File: src/rtl/simd_pkg.sv
// simd_pkg: shared types and constants for the SIMD multiprocessor.
//   MEM_SIZE  shared-memory depth in words; macro MEM_SIZE overrides the default of 256.
//             Must be a power of two, because address arithmetic wraps at ADDR_W bits.
//   cmd_t     packed vector command {op, dst, src_a, src_b, len}.
//   ranges_overlap  circular-range intersection test, used by the hazard check.
`ifndef MEM_SIZE
`define MEM_SIZE 256
`endif

package simd_pkg;

  localparam int MEM_SIZE = `MEM_SIZE;
  localparam int ADDR_W = $clog2(MEM_SIZE);
  localparam int DATA_W = 32;
  localparam int LEN_W  = 5;
  localparam int N_PE   = 2;
  localparam int PE_W   = (N_PE > 1) ? $clog2(N_PE) : 1;

  typedef enum logic [1:0] {
    OP_ADD  = 2'd0,
    OP_SUB  = 2'd1,
    OP_MUL  = 2'd2,
    OP_COPY = 2'd3
  } op_e;

  typedef struct packed {
    op_e               op;
    logic [ADDR_W-1:0] dst;
    logic [ADDR_W-1:0] src_a;
    logic [ADDR_W-1:0] src_b;
    logic [LEN_W-1:0]  len;
  } cmd_t;

  localparam int CMD_W = $bits(cmd_t);

  typedef enum logic {ISS_IDLE, ISS_CHECK} iss_state_e;
  typedef enum logic {PE_IDLE, PE_RUN} pe_state_e;

  // Two circular ranges intersect exactly when the start of one of them
  // lies inside the other. Distances are taken modulo MEM_SIZE.
  function automatic logic ranges_overlap(input logic [ADDR_W-1:0] base_a,
                                          input logic [LEN_W-1:0]  len_a,
                                          input logic [ADDR_W-1:0] base_b,
                                          input logic [LEN_W-1:0]  len_b);
    logic [ADDR_W-1:0] d_ab;
    logic [ADDR_W-1:0] d_ba;
    d_ab = base_b - base_a;
    d_ba = base_a - base_b;
    return (len_a != '0) && (len_b != '0) &&
           ((32'(d_ab) < 32'(len_a)) || (32'(d_ba) < 32'(len_b)));
  endfunction

endpackage

File: src/rtl/pe_pool.sv
// pe_pool: N_PE vector processing elements plus a round-robin memory arbiter.
//   Macro HAZARD_CHECK_EN: when defined, a candidate command conflicts only with busy PEs whose
//   ranges overlap it (RAW/WAW/WAR). When undefined, any busy PE is a conflict, which fully
//   serialises the pool.
// Ports: i_clk, i_rst (sync, active-high); disp_valid/disp_pe/cand_cmd (dispatch from the issuer);
//   pe_busy (per-PE RUN flag); conflict (candidate may not start now);
//   rd_addr_a/rd_addr_b/rd_data_a/rd_data_b, wr_en/wr_addr/wr_data (shared memory ports).
//
// state   | meaning
// PE_IDLE | free; accepts a dispatched command
// PE_RUN  | one element per memory grant; leaves after the last element is written
module pe_pool
  import simd_pkg::*;
(
  input  logic              i_clk,
  input  logic              i_rst,
  input  logic              disp_valid,
  input  logic [PE_W-1:0]   disp_pe,
  input  cmd_t              cand_cmd,
  output logic [N_PE-1:0]   pe_busy,
  output logic              conflict,
  output logic [ADDR_W-1:0] rd_addr_a,
  output logic [ADDR_W-1:0] rd_addr_b,
  input  logic [DATA_W-1:0] rd_data_a,
  input  logic [DATA_W-1:0] rd_data_b,
  output logic              wr_en,
  output logic [ADDR_W-1:0] wr_addr,
  output logic [DATA_W-1:0] wr_data
);
  pe_state_e        state_q [N_PE];
  pe_state_e        state_d [N_PE];
  logic [LEN_W-1:0] idx_q   [N_PE];
  logic [LEN_W-1:0] idx_d   [N_PE];
  cmd_t             cmd_q   [N_PE];
  logic [PE_W-1:0]  rr_q, rr_d, gnt_pe;
  logic             gnt_valid;
  cmd_t             g_cmd;
  logic [LEN_W-1:0] g_idx;

  // Rotating-priority arbiter: search starts at rr_q, which moves past each winner.
  always_comb begin
    int cand;
    cand      = 0;
    gnt_valid = 1'b0;
    gnt_pe    = rr_q;
    for (int k = 0; k < N_PE; k++) begin
      cand = (int'(rr_q) + k) % N_PE;
      if (!gnt_valid && state_q[cand] == PE_RUN) begin
        gnt_valid = 1'b1;
        gnt_pe    = PE_W'(cand);
      end
    end
    rr_d = rr_q;
    if (gnt_valid) rr_d = PE_W'((int'(gnt_pe) + 1) % N_PE);
  end

  always_comb begin
    for (int p = 0; p < N_PE; p++) begin
      state_d[p] = state_q[p];
      idx_d[p]   = idx_q[p];
      pe_busy[p] = (state_q[p] == PE_RUN);
      case (state_q[p])
        PE_IDLE: begin
          if (disp_valid && disp_pe == PE_W'(p)) begin
            state_d[p] = PE_RUN;
            idx_d[p]   = '0;
          end
        end
        PE_RUN: begin
          if (gnt_valid && gnt_pe == PE_W'(p)) begin
            if (idx_q[p] == cmd_q[p].len - LEN_W'(1)) state_d[p] = PE_IDLE;
            else idx_d[p] = idx_q[p] + LEN_W'(1);
          end
        end
        default: state_d[p] = PE_IDLE;
      endcase
    end
  end

  always_comb begin
    conflict = 1'b0;
    for (int p = 0; p < N_PE; p++) begin
      if (state_q[p] == PE_RUN) begin
`ifdef HAZARD_CHECK_EN
        if (ranges_overlap(cand_cmd.src_a, cand_cmd.len, cmd_q[p].dst,   cmd_q[p].len) ||
            ranges_overlap(cand_cmd.src_b, cand_cmd.len, cmd_q[p].dst,   cmd_q[p].len) ||
            ranges_overlap(cand_cmd.dst,   cand_cmd.len, cmd_q[p].dst,   cmd_q[p].len) ||
            ranges_overlap(cand_cmd.dst,   cand_cmd.len, cmd_q[p].src_a, cmd_q[p].len) ||
            ranges_overlap(cand_cmd.dst,   cand_cmd.len, cmd_q[p].src_b, cmd_q[p].len))
          conflict = 1'b1;
`else
        conflict = 1'b1;
`endif
      end
    end
  end

  // Datapath for the granted PE: read both operands and write the result in one cycle.
  always_comb begin
    g_cmd     = cmd_q[gnt_pe];
    g_idx     = idx_q[gnt_pe];
    rd_addr_a = g_cmd.src_a + ADDR_W'(g_idx);
    rd_addr_b = g_cmd.src_b + ADDR_W'(g_idx);
    wr_addr   = g_cmd.dst + ADDR_W'(g_idx);
    wr_en     = gnt_valid;
    case (g_cmd.op)
      OP_ADD:  wr_data = rd_data_a + rd_data_b;
      OP_SUB:  wr_data = rd_data_a - rd_data_b;
      OP_MUL:  wr_data = DATA_W'(rd_data_a * rd_data_b);
      default: wr_data = rd_data_a;
    endcase
  end

  always_ff @(posedge i_clk) begin
    if (i_rst) begin
      rr_q <= '0;
      for (int p = 0; p < N_PE; p++) begin
        state_q[p] <= PE_IDLE;
        idx_q[p]   <= '0;
      end
    end else begin
      rr_q <= rr_d;
      for (int p = 0; p < N_PE; p++) begin
        state_q[p] <= state_d[p];
        idx_q[p]   <= idx_d[p];
      end
    end
    for (int p = 0; p < N_PE; p++) begin
      if (disp_valid && disp_pe == PE_W'(p)) cmd_q[p] <= cand_cmd;
    end
  end
endmodule

File: src/rtl/shared_mem.sv
// shared_mem: shared data memory, 2 asynchronous read ports + 1 synchronous write port.
//   The storage lives in instance u_mem (array r_mem), so a bench can load and dump it directly.
//   Contents are not reset. A read of an address in the same cycle that address is written
//   returns the old word.
// Ports: i_clk, we/waddr/wdata (write port), raddr_a/raddr_b -> rdata_a/rdata_b (read ports).
module shared_mem_array
  import simd_pkg::*;
(
  input  logic              i_clk,
  input  logic              we,
  input  logic [ADDR_W-1:0] waddr,
  input  logic [DATA_W-1:0] wdata,
  input  logic [ADDR_W-1:0] raddr_a,
  input  logic [ADDR_W-1:0] raddr_b,
  output logic [DATA_W-1:0] rdata_a,
  output logic [DATA_W-1:0] rdata_b
);
  logic [DATA_W-1:0] r_mem [MEM_SIZE];

  always_ff @(posedge i_clk) begin
    if (we) r_mem[waddr] <= wdata;
  end

  assign rdata_a = r_mem[raddr_a];
  assign rdata_b = r_mem[raddr_b];
endmodule

module shared_mem
  import simd_pkg::*;
(
  input  logic              i_clk,
  input  logic              we,
  input  logic [ADDR_W-1:0] waddr,
  input  logic [DATA_W-1:0] wdata,
  input  logic [ADDR_W-1:0] raddr_a,
  input  logic [ADDR_W-1:0] raddr_b,
  output logic [DATA_W-1:0] rdata_a,
  output logic [DATA_W-1:0] rdata_b
);
  shared_mem_array u_mem (
    .i_clk   (i_clk),
    .we      (we),
    .waddr   (waddr),
    .wdata   (wdata),
    .raddr_a (raddr_a),
    .raddr_b (raddr_b),
    .rdata_a (rdata_a),
    .rdata_b (rdata_b)
  );
endmodule

File: src/rtl/simd_mp_top.sv
// simd_mp_top: SIMD multiprocessor top. The issuer pops vector commands from an external
//   first-word-fall-through FIFO and dispatches them, in strict order, to a pool of PEs sharing
//   one data memory.
//   Macro HAZARD_CHECK_EN (consumed in pe_pool) lets non-overlapping commands run concurrently.
//   Macro MEM_SIZE (consumed in simd_pkg) overrides the memory depth.
// Ports: i_clk; i_rst (sync, active-high); queue_cmd/queue_empty (FIFO head);
//   issuer_rd_queue (1-cycle pop strobe);
//   finished_task (FIFO empty, issuer idle and all PEs idle).
//
// state     | meaning
// ISS_IDLE  | waiting for a command; pops the FIFO head when one is present
// ISS_CHECK | holding a popped command until it can be dispatched (stalls here)
module simd_mp_top
  import simd_pkg::*;
(
  input  logic             i_clk,
  input  logic             i_rst,
  input  logic [CMD_W-1:0] queue_cmd,
  input  logic             queue_empty,
  output logic             issuer_rd_queue,
  output logic             finished_task
);
  iss_state_e        state_q, state_d;
  cmd_t              cmd_q;
  logic              ft_q;
  logic [N_PE-1:0]   pe_busy;
  logic              conflict, free_valid, disp_valid;
  logic [PE_W-1:0]   free_pe;
  logic [ADDR_W-1:0] rd_addr_a, rd_addr_b, wr_addr;
  logic [DATA_W-1:0] rd_data_a, rd_data_b, wr_data;
  logic              wr_en;

  // Lowest-index idle PE.
  always_comb begin
    free_valid = 1'b0;
    free_pe    = '0;
    for (int p = N_PE - 1; p >= 0; p--) begin
      if (!pe_busy[p]) begin
        free_valid = 1'b1;
        free_pe    = PE_W'(p);
      end
    end
  end

  always_comb begin
    state_d         = state_q;
    issuer_rd_queue = 1'b0;
    disp_valid      = 1'b0;
    case (state_q)
      ISS_IDLE: begin
        if (!queue_empty && !i_rst) begin
          issuer_rd_queue = 1'b1;
          state_d         = ISS_CHECK;
        end
      end
      ISS_CHECK: begin
        // Zero-length commands touch no memory, so they retire without a PE.
        if (cmd_q.len == '0) begin
          state_d = ISS_IDLE;
        end else if (free_valid && !conflict) begin
          disp_valid = 1'b1;
          state_d    = ISS_IDLE;
        end
      end
      default: state_d = ISS_IDLE;
    endcase
  end

  always_ff @(posedge i_clk) begin
    if (i_rst) begin
      state_q <= ISS_IDLE;
      ft_q    <= 1'b0;
    end else begin
      state_q <= state_d;
      ft_q    <= queue_empty && (state_q == ISS_IDLE) && (pe_busy == '0);
    end
    if (issuer_rd_queue) cmd_q <= cmd_t'(queue_cmd);
  end

  // The queue_empty term drops the flag in the very cycle new work shows up.
  assign finished_task = ft_q && queue_empty && !i_rst;

  pe_pool u_pool (
    .i_clk      (i_clk),
    .i_rst      (i_rst),
    .disp_valid (disp_valid),
    .disp_pe    (free_pe),
    .cand_cmd   (cmd_q),
    .pe_busy    (pe_busy),
    .conflict   (conflict),
    .rd_addr_a  (rd_addr_a),
    .rd_addr_b  (rd_addr_b),
    .rd_data_a  (rd_data_a),
    .rd_data_b  (rd_data_b),
    .wr_en      (wr_en),
    .wr_addr    (wr_addr),
    .wr_data    (wr_data)
  );

  shared_mem u_shared_mem (
    .i_clk   (i_clk),
    .we      (wr_en),
    .waddr   (wr_addr),
    .wdata   (wr_data),
    .raddr_a (rd_addr_a),
    .raddr_b (rd_addr_b),
    .rdata_a (rd_data_a),
    .rdata_b (rd_data_b)
  );
endmodule

File: config.mk
export PLATFORM = sky130hd
export DESIGN_NAME = simd_mp_top
export DESIGN_NICKNAME = d
export VERILOG_FILES = /design/src/rtl/simd_pkg.sv /design/src/rtl/pe_pool.sv /design/src/rtl/shared_mem.sv /design/src/rtl/simd_mp_top.sv
export SDC_FILE = /design/constraint.sdc
export NUM_CORES = 1
export LEC_CHECK = 0
export CAP_MARGIN = 15
export CORE_UTILIZATION = 49
export CTS_BUF_LIST = sky130_fd_sc_hd__clkbuf_8 sky130_fd_sc_hd__clkbuf_16
export CTS_CLUSTER_DIAMETER = 50
export DETAILED_ROUTE_END_ITERATION = 8
export GPL_TIMING_DRIVEN = 0
export PLACE_DENSITY = 0.83
export SKIP_LAST_GASP = 1
export SYNTH_ARGS = -nofsm -noshare
export SYNTH_HDL_FRONTEND = slang
export SYNTH_SLANG_ARGS = --single-unit
File: constraint.sdc
create_clock -name i_clk -period 2.7 [get_ports i_clk]
set_input_delay 0.27 -clock i_clk [delete_from_list [all_inputs] [get_ports i_clk]]
set_output_delay 0.27 -clock i_clk [all_outputs]
set_load 0.05 [all_outputs]
; ---- Word-level counts from Yosys, hierarchy flattened
; Memory sizes are Yosys's and may differ from the RTL's. A register that Yosys moved wholly into a read port is not among the register bits.
; Cells that the tools add are included.
[totals]
mem_bits_rw = 74
memories = 3
latch_bits = 0
in_bits = 34
rom_bits = 0
register_bits = 34
out_inout_bits = 2
[mem_list]
columns = memory, depth, width, rd, rd_clocked_by_memory_dff, write_ports, line_no
row1 = u_pool.cmd_q, 2, 31, 2, 0, 1, pe_pool.sv:34  ; cmd_t cmd_q [N_PE];
row2 = u_pool.idx_q, 2, 5, 2, 0, 2, pe_pool.sv:32  ; logic [LEN_W-1:0] idx_q [N_PE];
row3 = u_pool.state_q, 2, 1, 4, 1, 2, pe_pool.sv:30  ; pe_state_e state_q [N_PE];
[classes]
addsub = 6
n_reduce_logical = 18
mux = 46
eq_ne = 2
n_div = 0
mul = 0
bitwise = 9
shift = 0
magnitude_cmp = 0
[ops]
columns = operator, n
row1 = two-way mux 5 bit, 8
row2 = two-way mux 1 bit, 32
row3 = two-way mux 31 bit, 1
row4 = OR reduction 31 bit, 1
row5 = one-hot mux 5 bit (2 select lines), 2
row6 = logical AND 1 bit, 11
row7 = adder 5 x 1 -> 5 bit (second input constant), 2
row8 = == test 5 bit, 2
row9 = subtractor 5 x 1 -> 5 bit (second input constant), 2
row10 = one-hot mux 1 bit (2 select lines), 3
row11 = zero test 5 bit, 1
row12 = NOT 1 bit, 5
row13 = zero test 1 bit, 4
row14 = OR 1 bit, 4
row15 = adder 1 bit (second input constant), 2
row16 = zero test 2 bit, 1

; ---- Depth between registers and ports, before layout
; Gate-level depths: netlist (run 1).
[logic_depth]
ltp_word = 12
mapped_depth = 7
ltp_nobuf = 7

; ---- Worst setup path after synthesis (run 1)
; OpenSTA, ideal clock, no wires.
[synth_timing]
path_kind = input to register
startpoint = input i_rst
endpoint = register cmd_q[0] (netlist bit), enable pin
stages = 2
setup_slack_ns = 0.434
setup_time_ns = 0.423
path_buffers = 1
arrival_ns = 1.843
required_time_ns = 2.277
cell_sequence = clkbuf_1 -> nor3_1
[synth_via]
elab_chain_cells = 4
[synth_lines]
columns = item, line_no
row1 = start: declaration, simd_mp_top.sv:17  ; input logic i_rst,
row2 = zero test 1 bit, simd_mp_top.sv:51  ; if (!queue_empty && !i_rst) begin
row3 = logical AND 1 bit, simd_mp_top.sv:51
row4 = two-way mux 1 bit, simd_mp_top.sv:51
row5 = two-way mux 1 bit, simd_mp_top.sv:49  ; case (state_q)
row6 = named net issuer_rd_queue, simd_mp_top.sv:20  ; output logic issuer_rd_queue,
row7 = end signal: assignment, simd_mp_top.sv:77  ; if (issuer_rd_queue) cmd_q <= cmd_t'(queue_cmd);
row8 = end: declaration, simd_mp_top.sv:24  ; cmd_t cmd_q;
; The timed path passes the listed nets, and every way through them passes these cells.
; A chain may end at the register's enable or synchronous reset.

; ---- Final worst setup path (run 1)
[layout_timing]
startpoint = input queue_empty
endpoint = output issuer_rd_queue
[layout_via]
elab_chain_cells = 4
[layout_lines]
columns = item, line_no
row1 = start: declaration, simd_mp_top.sv:19  ; input logic queue_empty,
row2 = zero test 1 bit, simd_mp_top.sv:51
row3 = logical AND 1 bit, simd_mp_top.sv:51
row4 = two-way mux 1 bit, simd_mp_top.sv:51
row5 = two-way mux 1 bit, simd_mp_top.sv:49
row6 = end: declaration, simd_mp_top.sv:20
; Every way passes these cells.

==> results of run 1 <==
-- flip-flops by register name, indices dropped and copies added (netlist names), named ones only --
| signal | count |
|---|---|
| ft_q | 1 |
| state_q | 1 |
| cmd_q | 5 |
| u_pool.cmd_q | 10 |
| u_pool.rr_q | 1 |
| u_pool.idx_q | 10 |
| u_pool.state_q | 2 |
-- metal layers --
| layer | GRT usage (%) | wire length, um |
|---|---|---|
| met5 | 0 | 0 |
| met4 | 9.86 | 82 |
| met3 | 6.70 | 122 |
| met2 | 34.1 | 1370 |
| met1 | 23.0 | 1230 |
-- cells by family after synthesis --
logic type	count (synthesis)	share of synthesized area (%)
simple gates	49	20.3
flops	31	50.7
compound gates	25	14.2
xor+xnor	12	6.92
buf+inv	8	2.06
fa+ha+maj	4	3.30
mux	3	2.31
other cells	1	0.247
-- final cells by class --
cell class / instances / area, um2 / share of cell area, %
flip-flops and latches: 31 / 771 / 44.1
multi-input cells: 98 / 737 / 42.2
clock buffers: 6 / 82.6 / 4.72
repair buffers: 8 / 80.1 / 4.58
well taps: 31 / 38.8 / 2.22
inverters: 5 / 18.8 / 1.07
plain buffers: 3 / 12.5 / 0.716
clock inverters: 2 / 7.51 / 0.429
-- critical path, stage by stage --
cell and delay (ps):
clkdlybuf4s50_1 460, nor3_2 430, clkdlybuf4s50_1 900
-- where the power goes --
part,internal [mW],switching [mW]
clock network,0.200,0.158
registers,0.513,0.0150
logic,0.0379,0.0516
-- synthesized netlist by cell type (4+ instances only) --
master,number
xnor2_1,6
nor3_1,4
o31ai_1,4
edfxtp_1,15
ha_1,4
nor2_1,8
xor2_1,6
nor2b_1,5
nand3_1,4
nand2_1,5
dfxtp_1,16
a21oi_1,4
inv_1,5
o21ai_1,4
or4_1,6
-- how the worst max path moves through the flow --
stage / from / end / slack (ps) / cells after the start
CTS: queue_empty / issuer_rd_queue / 100 / 3
detailed placement: queue_empty / issuer_rd_queue / 140 / 3
global placement: queue_empty / issuer_rd_queue / 200 / 3
floorplan: i_rst / cmd_q[0] / 430 / 2
global route: queue_empty / issuer_rd_queue / 280 / 3
finish: queue_empty / issuer_rd_queue / 380 / 3
-- repair_timing --
item | 4_1_cts | 5_1_grt
hold endpoints to repair | 0 | 0
gates resized for setup | 0 | 1
setup endpoints to repair | 0 | 1
-- through the flow --
stage,util (%),hold slack [ps]
after CTS,61.1,475
after detailed placement,57.9,475
after global routing,61.3,495
after global placement,57.9,468
final,61.3,470
after floorplan,-,369
==> metrics.cfg, run 1 <==
[cts]
clockBufferDepth = 2
cts_tree = yes
cts-root-buf = clkbuf_8
clkTransAtPathRegs_ps = 60
clkSinkCount = 31
post_cts_buffers = 0
cts_htree_levels = 2
cts_buffers = 5
ctsHoldBuffers = 0
clock_latency_ps = 280

[critical_path]
ff2ff_setup_slack_ps = 490
reg2reg_to = u_pool.idx_q[0][5]
start_kind = input port
worstRegToRegCells = 7
path_class = in -> out
end_kind = output pin
required_ps = 2430
timing.rr.start = u_pool.cmd_q[0][31]
worstPathMaxFanout = 7
critPathArrivalTime_ps = 2050

[logic_synthesis]
synth_edf_count = 15
yosys_register_bits = 31
synth_top_cell_by_area = edfxtp_1
ys_seq_area_share_pct = 50.7
netlist.area_leader.share_pct = 29.7
synth_area_leaders = edfxtp_1 30%, dfxtp_1 21%, a311oi_4 3.5%, xnor2_1 3.5%, xor2_1 3.5%
yosys_most_used_dff = dfxtp_1
syn_inst = 133
synth.distinct_cells = 39
ys.warnings.count = 0
syn_area_mm2 = 0.00152
async_flop_share_pct = 0
avgSynthCellArea_um2 = 11.4

[finish]
syn2layout_area_growth_pct = 15.1
final_common_cell = dfxtp_1
layout_common_cells = 16 x dfxtp_1, 15 x edfxtp_1, 8 x nor2_1, 8 x clkdlybuf4s50_1
postLayoutCellArea_mm2 = 0.00175
drive_above_1_share_pct = 12.4
stdcell_count = 184
nets = 190
fillers = 229
diodes = 0

[grt]
grt_use_total_pct = 20.2
grt-ovfl-total = 0
grt_pass1_wl_mm = 4.93
antenna_found_initial = 0
grt_pass1_vias = 1129
grt_max_degree = 11

[timing]
min_period_ps = 2320
setup_viol = 0
finClkSkew_ps = 7.53
hold_violations = 0
max_slew.worst_pin.slew_ps = 508
rsz0062_at_grt = no
report.final.slew_viol_count = 0
fin_ws_ps = 377
finalCritPeriodShare_pct = 86.0
slew_headroom_pct = 66.1
setup_tns_ps = 0
fmax_mhz = 430

[route]
drt_iter0_drc = 21
ant_nets = 0
drc = 0
firstDrtPassIters = 4
wl_per_cell_um = 15.2
routed_wl_mm = 2.80
num_vias = 1081
vias_per_cell = 5.88

[pwr]
powerDensity_mw_per_mm2 = 558
ir_drop_uv = 386
power_mw = 0.976
p_leak_nw = 0.637

[placement]
placed_cell_area_mm2 = 0.00165
gp_congestion = 0.766
pre_cts_ws_ps = 143
dp.cells = 176
port_buffers = 8
dp_hpwl_mm = 2.06

[floorplan]
dieWidth_um = 57.7
coreArea_mm2 = 0.00285
num_rows = 19
initial_utilization_pct = 53.2
die_y_um = 57.7
dieArea_mm2 = 0.00333
boundaryPins = 36

[worst_hold_path]
min_to = u_pool.cmd_q[0][1]
worstHoldPathType = reg -> reg
holdPathStages = 0
hold_start = cmd_q[1]

[status]
status = finished, final reports clean

[run]
cap_violations = 0

(Power assumes the default switching activity.)
==> run 2: changes to the inputs <==
- GPL_TIMING_DRIVEN: 0 -> default
==> run 2 against run 1 <==
Total power up 8.2%. Fmax up 6.6%. Hold slack worse by 5.2 ps. Global-route usage down 1.6 points. Critical path type is now reg -> reg. Critical endpoint is now u_pool.idx_q[0][1]. Largest power group unchanged. Highest routed layer unchanged.
==> metrics.cfg, run 2 (synthesized netlist as in run 1, its figures left out) <==
[timing]
hold_violations = 0
setup_tns_ps = 0
min_period_ps = 2180
fmax_mhz = 459
finClkSkew_ps = 7.10
setup_viol = 0
finalCritPeriodShare_pct = 80.7
rsz0062_at_grt = no
report.final.slew_viol_count = 0

[route]
routed_wl_mm = 2.63
ant_nets = 0
vias_per_cell = 5.68
num_vias = 1050
firstDrtPassIters = 4
drc = 0
wl_per_cell_um = 14.2
drt_iter0_drc = 18

[finish]
layout_common_cells = 16 x dfxtp_1, 15 x edfxtp_1, 8 x nor2_1, 8 x clkdlybuf4s50_1
nets = 191
stdcell_count = 185
syn2layout_area_growth_pct = 17.9
diodes = 0
reg_top3 = u_pool.cmd_q: 10 flops, u_pool.idx_q: 10 flops, cmd_q: 5 flops
final_common_cell = dfxtp_1
drive_above_1_share_pct = 14.3
fillers = 212

[placement]
port_buffers = 9
dp_hpwl_mm = 2.02
gp_congestion = 0.781
dp.cells = 177

[critical_path]
critPathArrivalTime_ps = 2360
worstPathMaxFanout = 10
start_kind = register
critical_path.startpoint = u_pool.cmd_q[0][0]
required_ps = 2880
end_kind = register
path_class = reg -> reg
timing.rr.start = u_pool.cmd_q[0][0]

[floorplan]
boundaryPins = 36
coreArea_mm2 = 0.00285
dieWidth_um = 57.7
dieArea_mm2 = 0.00333
initial_utilization_pct = 53.2
num_rows = 19
die_y_um = 57.7

[pwr]
p_leak_nw = 0.658
powerDensity_mw_per_mm2 = 590
ir_drop_uv = 605

[cts]
cts_htree_levels = 2
clkSinkCount = 31
clkTransAtPathRegs_ps = 70
post_cts_buffers = 0
clockBufferDepth = 2
cts-root-buf = clkbuf_8
clock_latency_ps = 280
cts_buffers = 5
cts_resized = 0
ctsHoldBuffers = 0
cts_tree = yes

[grt]
antenna_found_initial = 0
grt_max_degree = 18
grt_use_total_pct = 18.5
gr-max-usage-layer = met2
grt_pass1_vias = 1043
met3_usage_pct = 5.80
grt_util_met2_pct = 32.1
met1_usage_pct = 21.6
grt_pass1_wl_mm = 4.57
grt-ovfl-total = 0

[worst_hold_path]
worstHoldPathType = reg -> reg
hold_start = cmd_q[1]

[run]
cap_violations = 0

[status]
status = finished, final reports clean

-- run 2: cell count changes in the layout (fill, tap and decap cells not counted) --
cell,delta
nor3_2,-1
nor3_1,+1
buf_12,+1
inv_1,-1
bufinv_16,+1
buf_2,-1
clkinv_2,+1
clkbuf_8,-1
clkbuf_1,-2
buf_4,+3
-- run 2: power breakdown --
part | internal (mW) | switching [mW] | total (mW) | leakage [nW]
Clock | 0.270 | 0.167 | 0.437 | 0.0556
Combinational | 0.0419 | 0.0472 | 0.0891 | 0.330
Sequential | 0.513 | 0.0159 | 0.529 | 0.272
-- run 2: critical path, stage by stage, from the launching register on --
cell and delay [ps]:
edfxtp_1 390, inv_1 60, ha_1 220, nor2b_1 140
or3_1 400, a311oi_4 500, nor2_1 140, o41ai_2 230
-- run 2: metrics by stage --
step / util, % / hold slack (ps) / cell area (um2) / total power, mW / setup WS [ps]
after floorplan: - / 369 / 1530 / 0.597 / 434
after CTS: 62.8 / 468 / 1790 / 1.07 / 511
after detailed placement: 59.0 / 452 / 1680 / 0.628 / 547
final: 62.8 / 465 / 1790 / 1.06 / 520
after global routing: 62.8 / 481 / 1790 / 1.09 / 343
after global placement: 59.0 / 464 / 1680 / 0.623 / 664
-- run 2: layer usage --
layer	up-vias	part of all wire, %	wire length (um)
met5	-	0	0
met4	0	1.4	38
met3	3	4.0	106
met2	20	51	1330
met1	497	44	1160
li1	530	-	-
-- run 2: worst paths after layout --
kind,to,slack (ps),depth (start not counted)
worst max register to register,u_pool.idx_q[0][1],520,7
worst max-delay path,u_pool.idx_q[0][1],520,7
worst min register to register,u_pool.cmd_q[0][1],470,0
worst min-delay path,u_pool.cmd_q[0][1],470,0
-- run 2: final cells by class --
class / instances / area, um2 / area share [%]
clock buffer: 5 / 68.8 / 3.84
clock inverter: 3 / 38.8 / 2.17
multi-input combinational: 98 / 732 / 40.9
timing repair buffer: 12 / 123 / 6.85
sequential: 31 / 771 / 43.0
tap: 31 / 38.8 / 2.17
inverter: 5 / 18.8 / 1.05
==> run 3: changes to the inputs <==
- clock period: 2.7 -> 2.3 ns (I/O delays scaled with it)
==> run 3 against run 2 <==
Combinational power up 20%. Critical path depth unchanged. Die area stayed put. Register-to-register slack worse by 340 ps. Flip-flop and latch count stayed put. Wire length rose by 3.3%. Sequential power is 18% higher. Global-route usage grew 0.22 points. Count of clock-buffer cells in the layout stayed put. Critical endpoint unchanged. Largest cell class unchanged. Highest routed layer unchanged.
==> metrics.cfg, run 3 (synthesized netlist as in run 1, its figures left out) <==
[route]
vias_per_cell = 5.80
drc = 0
wl_per_cell_um = 14.7
num_vias = 1073
drt_iter0_drc = 38
firstDrtPassIters = 4
ant_nets = 0
routed_wl_mm = 2.72

[finish]
syn2layout_area_growth_pct = 17.1
nets = 191
final_common_cell = dfxtp_1
layout_common_cells = 16 x dfxtp_1, 15 x edfxtp_1, 8 x nor2_1
reg_top3 = u_pool.cmd_q: 10 flops, u_pool.idx_q: 10 flops, cmd_q: 5 flops
drive_above_1_share_pct = 14.9
diodes = 0

[timing]
fmax_mhz = 471
min_period_ps = 2120
setup_tns_ps = 0
rsz0062_at_grt = no
finalCritPeriodShare_pct = 92.4
report.final.slew_viol_count = 0
hold_violations = 0
finClkSkew_ps = 2.97
setup_viol = 0

[pwr]
ir_drop_uv = 564
p_sw_share_pct = 23.4
p_seq_share_pct = 55.7
powerDensity_mw_per_mm2 = 629
power_mw = 1.12
switchingPower_mw = 0.262
p_int_mw = 0.856
p_clk_share_pct = 34.7
pwr-share-comb_pct = 9.6
p_leak_nw = 0.658

[cts]
clock_latency_ps = 280
cts_htree_levels = 2
cts_buffers = 5
clockBufferDepth = 2
clkSinkCount = 31
cts_tree = yes
clkTransAtPathRegs_ps = 60
cts-root-buf = clkbuf_8
ctsHoldBuffers = 0

[floorplan]
initial_utilization_pct = 53.2
die_y_um = 57.7
coreArea_mm2 = 0.00285
dieWidth_um = 57.7
boundaryPins = 36
num_rows = 19
dieArea_mm2 = 0.00333

[critical_path]
endpoint = u_pool.idx_q[0][1]
critPathArrivalTime_ps = 2310
reg2reg_to = u_pool.idx_q[0][1]
path_class = reg -> reg
timing.rr.start = u_pool.cmd_q[0][0]
start_kind = register
critical_path.startpoint = u_pool.cmd_q[0][0]
worstPathMaxFanout = 10
end_kind = register
worstRegToRegCells = 7
ff2ff_setup_slack_ps = 180
required_ps = 2490

[grt]
met1_usage_pct = 21.0
met3_usage_pct = 5.13
gr-max-usage-layer = met2
grt_use_total_pct = 18.8
antenna_found_initial = 0
grt_pass1_wl_mm = 4.57
grt_max_degree = 14
grt_util_met2_pct = 31.7
grt_pass1_vias = 1085
grt-ovfl-total = 0

[status]
status = finished, final reports clean

[worst_hold_path]
worstHoldPathType = reg -> reg

[placement]
gp_congestion = 0.837
dp_hpwl_mm = 2.06
port_buffers = 9

[run]
cap_violations = 0

-- run 3: worst min path at each step --
| stage | cells after the start | slack, ps | start | endpoint |
|---|---|---|---|---|
| finish | 0 | 470 | cmd_q[3] | u_pool.cmd_q[0][34] |
| global route | 0 | 480 | cmd_q[3] | u_pool.cmd_q[0][34] |
| CTS | 0 | 470 | cmd_q[3] | u_pool.cmd_q[0][34] |
| detailed placement | 0 | 450 | cmd_q[3] | u_pool.cmd_q[0][34] |
| global placement | 1 | 460 | state_q | ft_q |
| floorplan | 0 | 330 | queue_cmd[0] | cmd_q[0] |
-- run 3: cell type report --
type	count	area, um2
clock inverter	3	12.5
multi-input combinational	98	736
fill	215	1070
sequential	31	771
inverter	5	18.8
clock buffer	5	68.8
tap	31	38.8
timing repair buffer	12	133
-- run 3: metal layers --
layer / vias up / wire, um
li1: 528 / -
met1: 509 / 1140
met2: 26 / 1410
met3: 10 / 93
met4: 0 / 68
met5: - / 0
-- run 3: worst max-delay path, stage by stage, from the launching register on --
cell      delay (ps)
edfxtp_1         380
inv_1             60
ha_1             230
nor2b_1          140
or3_1            380
a311oi_4         510
nor2_1           140
o41ai_2          200
-- run 3: power groups by stage --
stage | Combinational [mW] | Sequential, mW | Clock [mW]
detailed placement | 0.105 | 0.634 | 0
CTS | 0.106 | 0.622 | 0.399
floorplan | 0.0745 | 0.626 | 0
finish | 0.107 | 0.623 | 0.388
global route | 0.118 | 0.625 | 0.418
global placement | 0.100 | 0.632 | 0
-- run 3: per-stage QoR --
step / cell area, um2 / worst slack (ps) / util, % / instances / hold WS (ps)
floorplan: 1530 / 74.3 / - / 137 / 329
global placement: 1690 / 274 / 59.3 / 177 / 462
detailed placement: 1690 / 201 / 59.3 / 177 / 455
CTS: 1770 / 184 / 62.2 / 185 / 469
global route: 1780 / 35.5 / 62.3 / 185 / 483
finish: 1780 / 176 / 62.3 / 185 / 471
-- run 3: timing repair --
| item | CTS | global route |
|---|---|---|
| buffers inserted | 0 | 0 |
| hold endpoints to repair | 0 | 0 |
| setup endpoints to repair | 0 | 1 |
| resized for setup | 0 | 1 |
